## src/rtl/neuron_pkg.sv

```systemverilog
// Shared constants and state encoding for the serial sonar-classifier neuron.
// The split accumulator and the sequencer top both import this package.
package neuron_pkg;

  localparam int BROJ_ULAZA = 60;
  localparam int DATA_W     = 16;
  localparam int SUM_W      = 22;
  localparam int ADDR_W     = 6;
  localparam int SIGN_BIT   = 15;

  typedef enum logic [2:0] {
    IDLE    = 3'd0,
    ACCUM   = 3'd1,
    COMPARE = 3'd2,
    LOOKUP  = 3'd3,
    DONE    = 3'd4
  } state_t;

endpackage

```

## src/rtl/neuron_serial_sequencer_split_accumulator.sv

```systemverilog
// Separate positive/negative product accumulators and the |P-N| / sign resolver
// that feeds the sigmoid lookup.
module split_accumulator
  import neuron_pkg::*;
(
  input  logic              clk,
  input  logic              rst,
  input  logic              clear,
  input  logic              enable,
  input  logic              negative,
  input  logic [DATA_W-1:0] product,
  input  logic              resolve,
  output logic [SUM_W-1:0]  magnitude,
  output logic              sign
);

  logic [SUM_W-1:0] p_suma;
  logic [SUM_W-1:0] n_suma;
  logic [SUM_W-1:0] product_ext;

  assign product_ext = {{(SUM_W-DATA_W){1'b0}}, product};

  // Route each accepted product into the accumulator chosen by the weight sign.
  always_ff @(posedge clk) begin
    if (rst) begin
      p_suma <= {SUM_W{1'b0}};
      n_suma <= {SUM_W{1'b0}};
    end else if (clear) begin
      p_suma <= {SUM_W{1'b0}};
      n_suma <= {SUM_W{1'b0}};
    end else if (enable) begin
      if (negative) begin
        n_suma <= n_suma + product_ext;
      end else begin
        p_suma <= p_suma + product_ext;
      end
    end
  end

  // Equal sums resolve to the negative side, so a zero result carries sign 1.
  always_ff @(posedge clk) begin
    if (rst) begin
      magnitude <= {SUM_W{1'b0}};
      sign      <= 1'b0;
    end else if (resolve) begin
      if (p_suma > n_suma) begin
        magnitude <= p_suma - n_suma;
        sign      <= 1'b0;
      end else begin
        magnitude <= n_suma - p_suma;
        sign      <= 1'b1;
      end
    end
  end

endmodule

```

## src/rtl/neuron_serial_sequencer.sv

```systemverilog
// One-multiplier neuron sequencer: streams 60 feature/weight pairs through a
// shared multiplier, resolves the signed sum and captures the sigmoid output.
module neuron_serial_sequencer
  import neuron_pkg::*;
(
  input  logic              clk,
  input  logic              rst,
  input  logic              start,
  input  logic [DATA_W-1:0] feature_in,
  input  logic              feature_valid,
  output logic              feature_ready,
  output logic [ADDR_W-1:0] weight_addr,
  input  logic [DATA_W-1:0] weight_data,
  output logic [DATA_W-1:0] mul_weight,
  output logic [DATA_W-1:0] mul_sample,
  input  logic [DATA_W-1:0] mul_product,
  output logic [SUM_W-1:0]  sig_suma,
  output logic              sig_predznak,
  input  logic [DATA_W-1:0] sig_vjerojatnost,
  output logic [DATA_W-1:0] izlaz,
  output logic              done,
  output logic              busy
);

  localparam logic [ADDR_W-1:0] LAST_IDX = ADDR_W'(BROJ_ULAZA - 1);

  state_t            state;
  state_t            state_next;
  logic [ADDR_W-1:0] count;
  logic              accept;
  logic              acc_clear;

  assign accept      = feature_ready & feature_valid;
  assign weight_addr = count;
  assign mul_weight  = weight_data;
  assign mul_sample  = feature_in;

  // Next-state decode; start is only looked at while idle.
  always_comb begin
    state_next = state;
    acc_clear  = 1'b0;
    case (state)
      IDLE: begin
        if (start) begin
          state_next = ACCUM;
          acc_clear  = 1'b1;
        end else begin
          state_next = IDLE;
        end
      end
      ACCUM: begin
        if (accept && (count == LAST_IDX)) begin
          state_next = COMPARE;
        end else begin
          state_next = ACCUM;
        end
      end
      COMPARE: state_next = LOOKUP;
      LOOKUP:  state_next = DONE;
      DONE:    state_next = IDLE;
      default: state_next = IDLE;
    endcase
  end

  // State register and status flags, registered from the next state.
  always_ff @(posedge clk) begin
    if (rst) begin
      state         <= IDLE;
      feature_ready <= 1'b0;
      busy          <= 1'b0;
      done          <= 1'b0;
    end else begin
      state         <= state_next;
      feature_ready <= (state_next == ACCUM);
      busy          <= (state_next != IDLE);
      done          <= (state_next == DONE);
    end
  end

  // Feature counter doubles as the weight ROM address.
  always_ff @(posedge clk) begin
    if (rst) begin
      count <= {ADDR_W{1'b0}};
    end else if (acc_clear) begin
      count <= {ADDR_W{1'b0}};
    end else if (accept) begin
      count <= count + ADDR_W'(1);
    end
  end

  // The neuron output holds between lookups.
  always_ff @(posedge clk) begin
    if (rst) begin
      izlaz <= {DATA_W{1'b0}};
    end else if (state == LOOKUP) begin
      izlaz <= sig_vjerojatnost;
    end
  end

  split_accumulator u_acc (
    .clk       (clk),
    .rst       (rst),
    .clear     (acc_clear),
    .enable    (accept),
    .negative  (weight_data[SIGN_BIT]),
    .product   (mul_product),
    .resolve   (state == COMPARE),
    .magnitude (sig_suma),
    .sign      (sig_predznak)
  );

endmodule

```

## config.mk

```make
export PLATFORM = sky130hd
export DESIGN_NAME = neuron_serial_sequencer
export DESIGN_NICKNAME = d
export VERILOG_FILES = /design/src/rtl/neuron_pkg.sv /design/src/rtl/neuron_serial_sequencer_split_accumulator.sv /design/src/rtl/neuron_serial_sequencer.sv
export SDC_FILE = /design/constraint.sdc
export NUM_CORES = 1
export LEC_CHECK = 0
export CAP_MARGIN = 20
export CORE_MARGIN = 4
export CORE_UTILIZATION = 30
export CTS_BUF_LIST = sky130_fd_sc_hd__clkbuf_8
export DETAILED_ROUTE_END_ITERATION = 10
export GPL_TIMING_DRIVEN = 0
export PLACE_DENSITY_LB_ADDON = 0.12
export SYNTH_ARGS = -nofsm -noshare
export SYNTH_HDL_FRONTEND = slang
export SYNTH_HIERARCHICAL = 1
export SYNTH_SLANG_ARGS = --single-unit
```

## constraint.sdc

```tcl
create_clock -name clk -period 4.93 [get_ports clk]
set_input_delay 0.493 -clock clk [delete_from_list [all_inputs] [get_ports clk]]
set_output_delay 0.493 -clock clk [all_outputs]
set_load 0.01 [all_outputs]
```

==> summary.md, run 1 <==
| Metric | Value |
|---|---|
| Status | `finished clean` |
| Library cells used by synthesis | `between 70 and 80` |
| Crit path launch | `u_acc/p_suma[0]$_SDFFE_PP0P_` |
| Post-synth net total | `roughly 1100` |
| Number of synthesized register bits | `95` |
| Finished Layout Cells | `between 1000 and 1500` |
| Max-Cap Viols | `0` |
| Critical-path maximum fanout | `10` |
| R2r startpoint | `u_acc/p_suma[0]$_SDFFE_PP0P_` |
| Initial drt markers | `between 300 and 400` |
| Yosys warns | `6` |
| First drt pass iteration count | `4` |
| Tcrit/Tclk final | `a little under three quarters` |
| Largest net degree at the start of global routing | `19` |
| Async S/R FF share, synth | `0%` |
| TritonCTS buffer count | `9` |
| Total GRT Usage | `15.8%` |
| Commonest non-fill, non-tap cell in the layout | `nand2_1` |
| Top cell type by total area after synthesis | `dfxtp_1` |
| Required @ worst endpoint | `5.20 ns` |
| GRT Residual Overflow | `0` |
| Kind of critical path | `flip-flop to flip-flop` |
| Critical path capture point | `u_acc/magnitude[20]$_SDFFE_PP0P_` |
| Hold Crit Class | `flip-flop to flip-flop` |
| Via count | `7064` |
| WL/cell | `between 15 and 20 um` |
| # IOs | `approximately 150` |
| Post_cts resized | `0` |
| Main flop type after synthesis | `dfxtp_1` |
| CTS Sinks | `95` |
| WHS Path Cells | `2` |
| Hold path startpoint | `izlaz[8]$_SDFFE_PP0P_` |
| Later-pin clock latency in the skew report | `approximately 0.40 ns` |
| Num rows | `57` |
| Core area | `24500 um2` |
| First-pass GRT wire length | `36.3 mm` |
| Leak pwr | `3.68 nW` |
| CTS clk-pin slew, worst paths | `between 0.1 and 0.15 ns` |
| Slowest CP cell | `dfxtp_1` |
| Worst Path Arrival | `about 3.8 ns` |
| Maximum clock path buffer count | `2` |
| PortBufs | `116` |
| TritonCTS clock tree | `done` |
| Vias per std cell | `about 4.9` |
| FF-to-FF path depth | `13` |
| Final hold viol count | `0` |
| Critical Path Start Type | `flip-flop` |
| Final Util | `a little under two fifths` |
| Synth top area share | `around 25%` |
| Dpl hpwl | `approximately 18 mm` |
| Post-synth EDFFs | `0` |
| Root Buffer | `clkbuf_8` |
| Routed Antenna Nets | `0` |
| Vias in the first global route | `between 6000 and 7000` |
| Crit. End Element | `flip-flop` |
| Top post-synthesis cells by area | `dfxtp_1 25%, ha_1 13%, a21oi_1 6.4%` |
| Ant diodes | `0` |
| Post-route cell area | `~9300 um2` |
| Drt total wl | `22.2 mm` |
| Area after DPL | `between 9000 and 10000 um2` |
| Sequential cell area | `about 1900 um2` |
| Min Clock Period, post-route | `around 3.5 ns` |
| Final hold slack | `~0.46 ns` |
| CP max stage delay | `about 0.45 ns` |
| Post-route DRC violation count | `0` |
| Initial Util | `30.8%` |
| Antenna violations before repair | `0` |
| Die X | `about 170 um` |
| Maximum VDD drop | `0.000104 V` |
| R2R Setup Slk | `around 1.4 ns` |
| Worst-margin pin slew | `0.777 ns` |
| Slew Viols, Final | `0` |
| DIE HEIGHT | `between 150 and 200 um` |
| Most frequent cells in the layout | `128 x nand2_1, 116 x clkdlybuf4s50_1, 97 x a21oi_1` |
| Multi-input gate area | `between 4000 and 5000 um2` |
| Post-Syn Area | `7550 um2` |
| Cells after DPL | `about 1400` |
| FMAX | `about 0.28 GHz` |
| Filler cells | `between 2000 and 3000` |
| Nets | `1250` |
| Reg-to-Reg End | `u_acc/magnitude[20]$_SDFFE_PP0P_` |
| Layout cells sized above 1 | `between 8 and 9%` |
| Cts hold-fix bufs | `0` |
| Final setup violating endpoints | `0` |
| Mean area per synthesized cell | `around 7.7 um2` |
| Layout area overhead | `23.3%` |
| P per Cell Area | `roughly 210 nW/um2` |
| Cell Chain, Critical Path | `inv_1 -> ha_1 -> fa_1 -> inv_1 -> a21oi_1 -> o21ai_0 -> a21oi_2 -> a21oi_1 -> buf_6 -> mux2_4 -> a2bb2oi_2 -> xor2_1 -> o31ai_1` |
| Slew margin rel. | `46.9%` |
| Post-CTS setup buffers | `0` |
| Setup TNS | `0 ns` |
| H-Tree Depth | `3` |
| RSZ-0062 raised after global routing | `no` |
| Post-synthesis sequential area ratio | `between 20% and 30%` |
| Cell count after synthesis | `approximately 980` |
| Placer Congestion | `between 0.8 and 0.9` |
| Worst Clk Skew | `between 0.015 and 0.02 ns` |
| Die area | `27800 um2` |
metal layers:
layer | vias up | wire [um] | GRT usage (%)
met3 | 18 | 967 | 2.58
met1 | 3187 | 11600 | 23.3
met2 | 190 | 9370 | 24.1
met5 | - | 0 | 0
li1 | 3669 | - | -
met4 | 0 | 301 | 4.09
how the worst min path moves through the flow:
| stage | endpoint | slack (ns) |
|---|---|---|
| 5_1_grt | izlaz[8]$_SDFFE_PP0P_ | 0.49 |
| 6_report | izlaz[8]$_SDFFE_PP0P_ | 0.46 |
| 3_5_place_dp | izlaz[9]$_SDFFE_PP0P_ | 0.45 |
| 4_1_cts | izlaz[9]$_SDFFE_PP0P_ | 0.47 |
| 3_3_place_gp | izlaz[11]$_SDFFE_PP0P_ | 0.44 |
| 2_1_floorplan | u_acc/n_suma[11]$_SDFFE_PP0P_ | 0.46 |
kinds of logic after synthesis:
group | share of synthesized area [%]
simple gates | 19.9
compound gates | 24.1
buf+inv | 10.0
flops | 25.2
fa+ha+maj | 13.7
xor+xnor | 5.34
mux | 1.74
area by class of cell:
type	instances	area share, %
multi-input cells	735	52.5
flip-flops and latches	95	20.4
repair buffers	116	12.5
plain buffers	78	5.44
well taps	324	4.36
inverters	67	2.70
clock buffers	9	1.33
clock inverters	7	0.726
stage by stage:
step / setup slack (ns) / total power (W)
CTS: 1.43 / 0.00199
floorplan: 2.12 / 0.00125
finish: 1.42 / 0.00196
global route: 1.18 / 0.00208
detailed placement: 1.26 / 0.00144
global placement: 1.28 / 0.00145
power by group:
group          internal [W]  switching [W]  total, W
Combinational      0.000293       0.000350  0.000642
Clock              0.000195       0.000335  0.000531
Sequential         0.000775      0.0000117  0.000787
Total               0.00126       0.000697   0.00196
cell usage after synthesis (7+ instances only):
master and instances:
nand2_1 128, a21oi_1 97, dfxtp_1 95, ha_1 76, nor2_1 71, inv_1 66
buf_4 39, o21ai_0 37, xnor2_1 36, a21o_1 28, nor3_1 28, a211oi_1 22
nand3_1 21, clkbuf_1 17, nor2b_1 13, nand2b_1 10, or3_1 10, xor2_1 10
a31oi_1 9, mux2i_1 9, nor4_1 8, o31ai_1 8, buf_2 7, nand4_1 7
o21a_1 7
worst max-delay path, delay by kind of cell, from the launching register on:
family / cells / cell delay, ns
xor+xnor: 1 / 0.27
mux: 1 / 0.34
buf+inv: 3 / 0.38
fa+ha+maj: 2 / 0.66
flops: 1 / 0.45
compound gates: 6 / 1.28
sequential cells by signal, indices dropped and copies added, names as in the netlist:
register	count
busy	1
izlaz	16
state	3
u_acc/n_suma	22
feature_ready	1
u_acc/magnitude	22
u_acc/sign	1
weight_addr	6
done	1
u_acc/p_suma	22
Power figures use the tool's default switching activity.
==> inputs of run 2 (changes only) <==
Clock period 4.93 ns to 2.9 ns, I/O delays scaled along.
==> summary.md, run 2 (synthesis gave the netlist of run 1 again) <==
| Metric | Value |
|---|---|
| Setup ws final | `0.0666 ns (-1.35 ns)` |
| Slew margin rel. | `45.9% (-0.95 points)` |
| Vias per std cell | `4.97 (+0.67%)` |
| Num rows | `57 (unchanged)` |
| FF-to-FF path depth | `13 (unchanged)` |
| Antenna violations before repair | `0 (unchanged)` |
| Worst Hold Endpoint | `izlaz[1]$_SDFFE_PP0P_` |
| Largest net degree at the start of global routing | `19 (unchanged)` |
| CTS clk-pin slew, worst paths | `0.12 ns (about the same)` |
| # IOs | `148 (unchanged)` |
| Tcrit/Tclk final | `97.7% (+26 points)` |
| Hold Crit Class | `input port to flip-flop` |
| WL/cell | `15.9 um (+2.2%)` |
| Cts hold-fix bufs | `0 (unchanged)` |
| DIE HEIGHT | `167 um (unchanged)` |
| Max-Cap Viols | `0 (unchanged)` |
| TritonCTS buffer count | `9 (unchanged)` |
| Ant diodes | `0 (unchanged)` |
| Setup TNS | `0 ns (unchanged)` |
| Final Util | `40.4% (+2.5 points)` |
| P per Cell Area | `350 nW/um2 (+66%)` |
| Initial drt markers | `375 (-6.0%)` |
| Worst Clk Skew | `0.0186 ns (+0.000622 ns)` |
| Kind of critical path | `flip-flop to flip-flop` |
| Status | `finished clean` |
| Min Clock Period, post-route | `2.83 ns (-0.681 ns)` |
| FMAX | `0.353 GHz (+24%)` |
| Leak pwr | `3.90 nW (+6.1%)` |
| TritonCTS clock tree | `done` |
| Die area | `27800 um2 (unchanged)` |
| Maximum clock path buffer count | `2 (unchanged)` |
| Final setup violating endpoints | `0 (unchanged)` |
| Vias in the first global route | `6885 (+0.92%)` |
| Most frequent CP cell | `buf_6` |
| CP max stage delay | `0.41 ns (-0.04 ns)` |
| First-pass GRT wire length | `36.6 mm (+1.0%)` |
| Later-pin clock latency in the skew report | `0.40 ns (about the same)` |
| Nets | `1269 (+1.5%)` |
| GRT Residual Overflow | `0 (unchanged)` |
| Routed Antenna Nets | `0 (unchanged)` |
| Slowest CP cell | `a221o_1` |
| Layout cells sized above 1 | `17.8% (+8.8 points)` |
| Dpl hpwl | `17.9 mm (unchanged)` |
| Worst-margin pin slew | `0.790 ns (+0.0138 ns)` |
| Critical-path maximum fanout | `8 (-2)` |
| Reg-to-Reg End | `u_acc/magnitude[20]$_SDFFE_PP0P_` |
| First drt pass iteration count | `4 (unchanged)` |
| Worst Path Arrival | `3.10 ns (-0.68 ns)` |
| Drt total wl | `23.0 mm (+3.6%)` |
| PortBufs | `116 (unchanged)` |
| Root Buffer | `clkbuf_8` |
| R2r startpoint | `u_acc/p_suma[17]$_SDFFE_PP0P_` |
| Total GRT Usage | `16.0% (+0.14 points)` |
| Commonest non-fill, non-tap cell in the layout | `nand2_1` |
| Hold path startpoint | `sig_vjerojatnost[1]` |
| Layout area overhead | `31.3%` |
| Largest regs | `u_acc/magnitude x22, u_acc/n_suma x22, u_acc/p_suma x22` |
| Place WS | `-0.586 ns (-1.84 ns)` |
| Crit. End Element | `flip-flop` |
| H-Tree Depth | `3 (unchanged)` |
| WHS Path Cells | `3 (+1)` |
| Initial Util | `30.8% (unchanged)` |
| Via count | `7206 (+2.0%)` |
| CTS Sinks | `95 (unchanged)` |
| R2R Setup Slk | `0.07 ns (-1.35 ns)` |
| Maximum VDD drop | `0.000188 V (+80%)` |
| Placer Congestion | `0.872 (unchanged)` |
| Final hold viol count | `0 (unchanged)` |
| RSZ-0062 raised after global routing | `yes` |
| Cell Chain, Critical Path | `inv_4 -> ha_4 -> buf_6 -> a21oi_4 -> o21ai_4 -> a221o_1 -> o21ai_2 -> a21oi_2 -> buf_6 -> a2111oi_4 -> a2bb2oi_2 -> xor2_2 -> o31ai_1` |
| Most frequent cells in the layout | `124 x nand2_1, 116 x clkdlybuf4s50_1, 89 x a21oi_1` |
| Slew Viols, Final | `0 (unchanged)` |
| Post-route DRC violation count | `0 (unchanged)` |
| Core area | `24500 um2 (unchanged)` |
| Required @ worst endpoint | `3.17 ns (-2.03 ns)` |
| Die X | `167 um (unchanged)` |
| Critical Path Start Type | `flip-flop` |
-- run 2: cell count changes in the layout (fill, tap and decap cells not counted), sizes merged --
| cell | change |
|---|---|
| buf | +19 |
-- run 2: how the worst max path moves through the flow --
stage	from	end	slack, ns	cells after the start
CTS	u_acc/p_suma[16]$_SDFFE_PP0P_	u_acc/magnitude[20]$_SDFFE_PP0P_	-0.03	13
global route	u_acc/n_suma[0]$_SDFFE_PP0P_	u_acc/magnitude[16]$_SDFFE_PP0P_	-0.05	12
finish	u_acc/p_suma[17]$_SDFFE_PP0P_	u_acc/magnitude[20]$_SDFFE_PP0P_	0.07	13
detailed placement	u_acc/p_suma[0]$_SDFFE_PP0P_	u_acc/magnitude[20]$_SDFFE_PP0P_	-0.59	13
global placement	u_acc/p_suma[0]$_SDFFE_PP0P_	u_acc/magnitude[20]$_SDFFE_PP0P_	-0.59	13
floorplan	u_acc/p_suma[0]$_SDFFE_PP0P_	u_acc/magnitude[20]$_SDFFE_PP0P_	0.09	13
-- run 2: power breakdown --
group | total (W) | switching (W) | internal (W) | leakage, nW
Combinational | 0.00124 | 0.000654 | 0.000586 | 3.02
Clock | 0.000902 | 0.000570 | 0.000332 | 0.0984
Sequential | 0.00133 | 0.0000202 | 0.00131 | 0.783
-- run 2: worst max-delay path, delay by kind of cell (launching register included) --
family | cells | cell delay [ns]
AO/OA/AOI/OAI | 8 | 1.53
flip-flops | 1 | 0.38
buffers and inverters | 3 | 0.35
adder cells (fa/ha/maj) | 1 | 0.24
XOR/XNOR | 1 | 0.21
-- run 2: per-layer routing --
layer / share of wire [%] / vias up / GRT usage, % / wire, um
met3: 4.0 / 19 / 2.58 / 924
met1: 52 / 3317 / 23.4 / 11900
li1: - / 3699 / - / -
met2: 43 / 171 / 24.5 / 9920
met5: 0 / - / 0 / 0
met4: 1.4 / 0 / 3.98 / 311
-- run 2: final cells by class --
cell class | instances | area (um2)
repair buffers | 136 | 1310
fillers | 2579 | 14600
well taps | 324 | 405
flip-flops and latches | 95 | 1960
clock inverters | 7 | 67.6
plain buffers | 77 | 529
inverters | 67 | 254
clock buffers | 9 | 124
multi-input cells | 735 | 5260
-- run 2: through the flow --
step	instances	hold WS (ns)	total power, W	area, um2
3_3_place_gp	1415	0.444	0.00246	9120
2_1_floorplan	975	0.408	0.00213	7550
3_5_place_dp	1415	0.448	0.00245	9120
4_1_cts	1441	0.403	0.00345	9520
5_1_grt	1450	0.424	0.00367	9910
6_report	1450	0.424	0.00347	9910
-- run 2: what timing repair did --
| item | CTS | global route |
|---|---|---|
| buffers inserted | 10 | 10 |
| endpoints found under the hold margin | 0 | 0 |
| pin swaps | 6 | 21 |
| endpoints found under the setup margin | 41 | 43 |
| gates resized for setup | 42 | 85 |
